===== src/rtl/microwave_pkg.sv =====
// Shared types and constants for the microwave cooking controller:
// FSM state encoding, BCD digit type and the quick-start time helper.
package microwave_pkg;

   typedef enum logic [2:0] {
      IDLE   = 3'd0,
      ENTRY  = 3'd1,
      LOAD   = 3'd2,
      COOK   = 3'd3,
      PAUSED = 3'd4,
      DONE   = 3'd5
   } state_t;

   typedef logic [3:0] bcd_t;

   localparam logic [15:0] QUICK_SECS    = 16'h0030;
   localparam bcd_t        BCD_MAX_DIGIT = 4'd9;

   // Adds 30 s to an mm:ss BCD time; seconds wrap into minutes, result clamps at 99:59.
   function automatic logic [15:0] bcd_add30(input logic [15:0] t);
      int secs;
      int mins;
      secs = int'(t[7:4]) * 10 + int'(t[3:0]) + 30;
      mins = int'(t[15:12]) * 10 + int'(t[11:8]);
      if (secs >= 60) begin
         secs = secs - 60;
         mins = mins + 1;
      end
      if (mins > 99) return 16'h9959;
      return {4'(mins / 10), 4'(mins % 10), 4'(secs / 10), 4'(secs % 10)};
   endfunction

endpackage


===== src/rtl/microwave_ctrl_entry.sv =====
// bcd_entry_reg: NUM_DIGITS-nibble keypad shift register with clear,
// parallel load and left shift (new digit enters the lowest nibble).
import microwave_pkg::*;

module bcd_entry_reg #(
   parameter int NUM_DIGITS = 4
) (
   input  logic                    clk,
   input  logic                    rst,
   input  logic                    shift,
   input  logic                    clear,
   input  logic                    pload,
   input  bcd_t                    digit,
   input  logic [4*NUM_DIGITS-1:0] load_val,
   output logic [4*NUM_DIGITS-1:0] value
);

   localparam int W = 4 * NUM_DIGITS;

   // Clear outranks load, load outranks shift.
   always_ff @(posedge clk) begin
      if (rst || clear)
         value <= '0;
      else if (pload)
         value <= load_val;
      else if (shift)
         value <= {value[W-5:0], digit};
   end

endmodule


===== src/rtl/microwave_ctrl.sv =====
// Cooking controller upstream of the timer_ten chain: keypad preset, load,
// count gating, magnetron and beeper. Optional feature macro: QUICK_START_EN.
import microwave_pkg::*;

module microwave_ctrl #(
   parameter int          NUM_DIGITS  = 4,
   parameter int          DONE_CYCLES = 3000,
   parameter logic [15:0] QUICK_TIME  = QUICK_SECS
) (
   input  logic                    clk,
   input  logic                    rst,
   input  logic                    key_valid,
   input  logic [3:0]              key_digit,
   input  logic                    start,
   input  logic                    stop,
   input  logic                    door_closed,
   input  logic                    sec_tick,
   input  logic                    timer_zero,
   output logic                    load,
   output logic [4*NUM_DIGITS-1:0] digits_out,
   output logic                    count_en,
   output logic                    mag_on,
   output logic                    beep,
   output logic [2:0]              state_o
);

   localparam int W     = 4 * NUM_DIGITS;
   localparam int CNT_W = (DONE_CYCLES > 1) ? $clog2(DONE_CYCLES) : 1;
   localparam logic [CNT_W-1:0] CNT_LAST = CNT_W'(DONE_CYCLES - 1);

   state_t           state, next;
   logic [CNT_W-1:0] beep_cnt;
   logic             shift, clear, pload, digit_ok, add_pulse;
   logic [W-1:0]     pload_val;

   bcd_entry_reg #(.NUM_DIGITS(NUM_DIGITS)) u_entry (
      .clk      (clk),
      .rst      (rst),
      .shift    (shift),
      .clear    (clear),
      .pload    (pload),
      .digit    (key_digit),
      .load_val (pload_val),
      .value    (digits_out)
   );

   always_ff @(posedge clk) begin
      if (rst) state <= IDLE;
      else     state <= next;
   end

   always_ff @(posedge clk) begin
      if (rst || state != DONE)   beep_cnt <= '0;
      else if (beep_cnt != CNT_LAST) beep_cnt <= beep_cnt + 1'b1;
   end

`ifdef QUICK_START_EN
   logic add_pulse_d;
   // A time extension in COOK re-presents the updated preset to the chain next cycle.
   always_ff @(posedge clk) begin
      if (rst) add_pulse <= 1'b0;
      else     add_pulse <= add_pulse_d;
   end
`else
   assign add_pulse = 1'b0;
`endif

   assign digit_ok = key_valid && (key_digit <= BCD_MAX_DIGIT);

   // NOTE: every signal driven here gets a default first, so no path infers a latch.
   always_comb begin
      next      = state;
      shift     = 1'b0;
      clear     = 1'b0;
      pload     = 1'b0;
      pload_val = digits_out;
`ifdef QUICK_START_EN
      add_pulse_d = 1'b0;
`endif
      case (state)
         IDLE: begin
            if (digit_ok) begin
               shift = 1'b1;
               next  = ENTRY;
            end
`ifdef QUICK_START_EN
            else if (start && door_closed) begin
               pload     = 1'b1;
               pload_val = W'(QUICK_TIME);
               next      = LOAD;
            end
`endif
         end
         ENTRY: begin
            if (stop) begin
               clear = 1'b1;
               next  = IDLE;
            end else if (start && door_closed && digits_out != '0)
               next = LOAD;
            else if (digit_ok)
               shift = 1'b1;
         end
         LOAD: next = COOK;
         COOK: begin
            if (timer_zero)        next = DONE;
            else if (stop)         next = PAUSED;
            else if (!door_closed) next = PAUSED;
`ifdef QUICK_START_EN
            else if (start) begin
               pload       = 1'b1;
               pload_val   = W'(bcd_add30(16'(digits_out)));
               add_pulse_d = 1'b1;
            end
`endif
         end
         PAUSED: begin
            if (stop) begin
               clear = 1'b1;
               next  = IDLE;
            end else if (start && door_closed)
               next = COOK;
         end
         DONE: begin
            if (stop || !door_closed || beep_cnt == CNT_LAST) begin
               clear = 1'b1;
               next  = IDLE;
            end
         end
         default: next = IDLE;
      endcase
   end

   assign load     = (state == LOAD) || add_pulse;
   assign mag_on   = (state == COOK);
   assign count_en = (state == COOK) && sec_tick;
   assign beep     = (state == DONE);
   assign state_o  = state;

endmodule

===== config.mk =====
export PLATFORM = sky130hd
export DESIGN_NAME = microwave_ctrl
export DESIGN_NICKNAME = d
export VERILOG_FILES = /design/src/rtl/microwave_pkg.sv /design/src/rtl/microwave_ctrl_entry.sv /design/src/rtl/microwave_ctrl.sv
export SDC_FILE = /design/constraint.sdc
export NUM_CORES = 1
export LEC_CHECK = 0
export ABC_AREA = 0
export BUFFER_PORTS_ARGS = -buffer_cell sky130_fd_sc_hd__buf_4
export CORE_ASPECT_RATIO = 1.25
export CORE_MARGIN = 4
export CORE_UTILIZATION = 52
export DETAILED_ROUTE_END_ITERATION = 10
export GPL_TIMING_DRIVEN = 0
export HOLD_SLACK_MARGIN = 0.1
export PLACE_DENSITY = 0.78
export RECOVER_POWER = 50
export REMOVE_ABC_BUFFERS = 1
export SYNTH_ARGS = -nofsm -noshare
export SYNTH_HDL_FRONTEND = slang
export SYNTH_SLANG_ARGS = --single-unit
export TNS_END_PERCENT = 100

===== constraint.sdc =====
create_clock -name clk -period 2.3 [get_ports clk]
set_input_delay 0.23 -clock clk [delete_from_list [all_inputs] [get_ports clk]]
set_output_delay 0.23 -clock clk [all_outputs]
set_load 0.005 [all_outputs]

==> impl_metrics.ini <==
[synthesis]
yosysTopAreaCellShare_pct = 41.82
muxShareOfSynthArea_pct = 0
syn-instance-count = 186
ys.flop_type = dfxtp_1
synth_simple_gate_area_share_pct = 28.41
synth_largest_area_cell = dfxtp_1
synth_xor_area_share_pct = 4.722
synth_area_leaders = dfxtp_1 42%, a21oi_1 8.1%, o21ai_0 7.1%
ys_async_sr_fraction_pct = 0
synthDistinctLibCells = 35
synth_top_family_by_area = simple AND/OR/NAND/NOR gates
syn-mean-instance-area_um2 = 7.978
synth_compound_area_share_pct = 19.81
synth_fa_ha_area_share_pct = 0.8432
yosysWarnings = 0
synth-seq-cells = 31
yosysSeqAreaShare_pct = 41.82
synth_edf_count = 0
syn_area_mm2 = 0.001484

[routing]
final_antenna_net_count = 0
route.detailed.drc = 0
drt_iter0_markers = 38
totalWireLength_mm = 3.542
dr.pass1.iters = 4
num_vias = 1477
wl_per_cell_um = 13.94
avgViaCountPerCell = 5.815

[flow_run]
max_cap_viol_count = 0

[global_routing]
grt_max_degree = 17
grt-ovfl-total = 0
antenna_found_initial = 0
grt_pass1_vias = 1342
grt_usage_pct = 19.91
grt_pass1_wl_mm = 5.906

[floorplanning]
die_w_um = 55.78
die_h_um = 67.73
ios = 35
coreArea_mm2 = 0.002706
dieArea_mm2 = 0.003778
initial_core_util_pct = 54.83
rows = 21

[pwr]
power.leakage_nw = 0.6728
combinationalPowerShare_pct = 15.6
p_total_w = 0.001020
p_int_w = 0.0007361
p_sw_share_pct = 27.85
p_sw_w = 0.0002841
p_clk_share_pct = 28.9
pwr-share-seq_pct = 55.5
peakVddDrop_uv = 484.3
p_per_area_mw_per_mm2 = 565.1

[cts]
clkSinkCount = 31
clk_pin_slew_ns = 0.09
htreeDepth = 2
worstSkewPairLatency_ns = 0.32
clock_path_buffers = 2
cts_setup_buffers = 0
cts_root_buffer = clkbuf_4
cts_tree = done
numCtsBuffers = 5

[setup_path]
slowest_delay_ns = 0.56
crit_type = flip-flop to flip-flop
cp.arrival_ns = 2.40
crit_path_start_kind = flip-flop
cpMaxStageDelayCell = or4_1
cp_top_family = simple AND/OR/NAND/NOR gates
r2r_cells = 5
worst-path-max-fanout = 16
end_kind = flip-flop
cp.required_ns = 2.55
path_buf_inv = 0
crit_chain = or4_1 > or4_4 > o22ai_4 > nand2_1 > a21oi_1
r2r_slack_ns = 0.15
r2r-end = u_entry.value[12]
reg2reg_from = u_entry.value[4]

[status]
status = finished clean

[sta]
worst_pin_slew_ns = 1.005
max_freq_mhz = 464.5
period_minus_slack_ns = 2.153
finalMaxSlewViolations = 0
finalCritPeriodShare_pct = 93.61
rsz0062_at_grt = false
max-slew-margin-rel_pct = 32.69
fin_skew_ns = 0.01050
hold_viol = 0
setup_violations = 0

[layout]
n_antenna_cell = 0
drive_gt1_share_pct = 20.45
fin_util_pct = 66.71
area_delta_synth_final_pct = 21.67
num-fill-cells = 236
nets = 232

[hold_path]
hold_depth = 3
min-delay-start = key_digit[2]
min_to = u_entry.value[2]
hold_class = primary input to flip-flop

[placed_design]
place.gp.congestion = 0.9542
dpl.hpwl_mm = 2.568
io_buffers = 34
[per-stage QoR]
step	std cells	hold slack, ns	setup TNS (ns)	setup slack [ns]	instance area (µm²)
detailed placement	245	0.4048	-0.003050	-0.003050	1728
CTS	254	0.1312	0	0.03083	1793
global placement	245	0.4013	0	0.1028	1728
global route	254	0.1345	0	0.02787	1805
finish	254	0.1534	0	0.1471	1805
floorplan	177	0.2991	0	0.3361	1430
[cell usage in the layout (no fill, tap or decap), drive strengths merged, types with 2 or more instances in the layout]
master  Yosys  routed
a21oi      24      24
buf         2      15
nor3        7       7
xor2        3       3
nor4        2       2
xnor2       5       5
dfxtp      31      31
nor2b       3       3
clkbuf      7      26
or4         6       6
o21ai      21      21
nand3       8       8
inv         3       3
nand4b      2       2
nor2       17      17
and3        4       4
nand2b      2       2
nand2      25      25
[synth_stat cells, types with 2 or more instances]
cell type  count
a21oi_1       24
and3_1         4
clkbuf_1       6
dfxtp_1       31
inv_1          3
nand2_1       25
nand2b_1       2
nand3_1        8
nand4b_1       2
nor2_1        17
nor2b_1        3
nor3_1         7
nor4_1         2
o21ai_0       21
or4_1          5
xnor2_1        5
xor2_1         3
[flip-flops by register name (all words and copies together) (netlist names)]
signal / cells
u_entry.value: 16
state_o: 3
beep_cnt: 12
[what timing repair did]
item | in CTS | in global routing
pin swaps | 0 | 1
endpoints found under the hold margin | 1 | 0
setup endpoints to repair | 5 | 17
hold buffers | 1 | 0
gates resized for setup | 1 | 3
[how the worst max path moves through the flow]
stage                          start           endpoint  slack (ns)  cells past startpoint
floorplan           u_entry.value[7]   u_entry.value[0]        0.34                      5
global placement         beep_cnt[0]   u_entry.value[3]        0.10                      6
detailed placement        state_o[0]  u_entry.value[12]      -0.003                      4
CTS                      beep_cnt[0]  u_entry.value[11]        0.03                      6
global route        u_entry.value[4]  u_entry.value[12]        0.03                      5
finish              u_entry.value[4]  u_entry.value[12]        0.15                      5
[power groups by stage]
stage	registers (W)	logic [W]	clock network (W)
finish	0.000566	0.000159	0.000295
CTS	0.000566	0.000155	0.000307
global route	0.000570	0.000175	0.000333
floorplan	0.000575	0.0000922	0
detailed placement	0.000578	0.000151	0
global placement	0.000577	0.000146	0
[layer usage]
layer	GRT usage, %	part of all wire [%]	vias up
li1	-	-	728
met1	23.64	43	709
met2	34.17	50	33
met3	5.927	4.7	7
met4	7.295	1.4	0
met5	0	0	-
[worst register-to-register path: stages (launching register included)]
cell and delay, ns:
dfxtp_1 0.35, or4_1 0.56, or4_4 0.55, o22ai_4 0.36, nand2_1 0.12, a21oi_1 0.14
[area by class of cell]
cell class,instances,area [µm²],share of cell area (%)
well taps,34,42.54,2.356
multi-input cells,143,823.3,45.60
inverters,3,11.26,0.6237
clock inverters,1,5.005,0.2772
flip-flops and latches,31,620.6,34.37
repair buffers,35,257.7,14.28
clock buffers,7,45.04,2.495
[cells by family (layout without fill, tap and decap cells)]
kind of cell,after synthesis,after routing
AOI/OAI and AO/OA,51,51
xor gates and xnor gates,8,8
adders and majority gates,1,1
buffers and inverters,12,46
DFF,31,31
and+or+nand+nor,83,83
(Power assumes the default switching activity.)
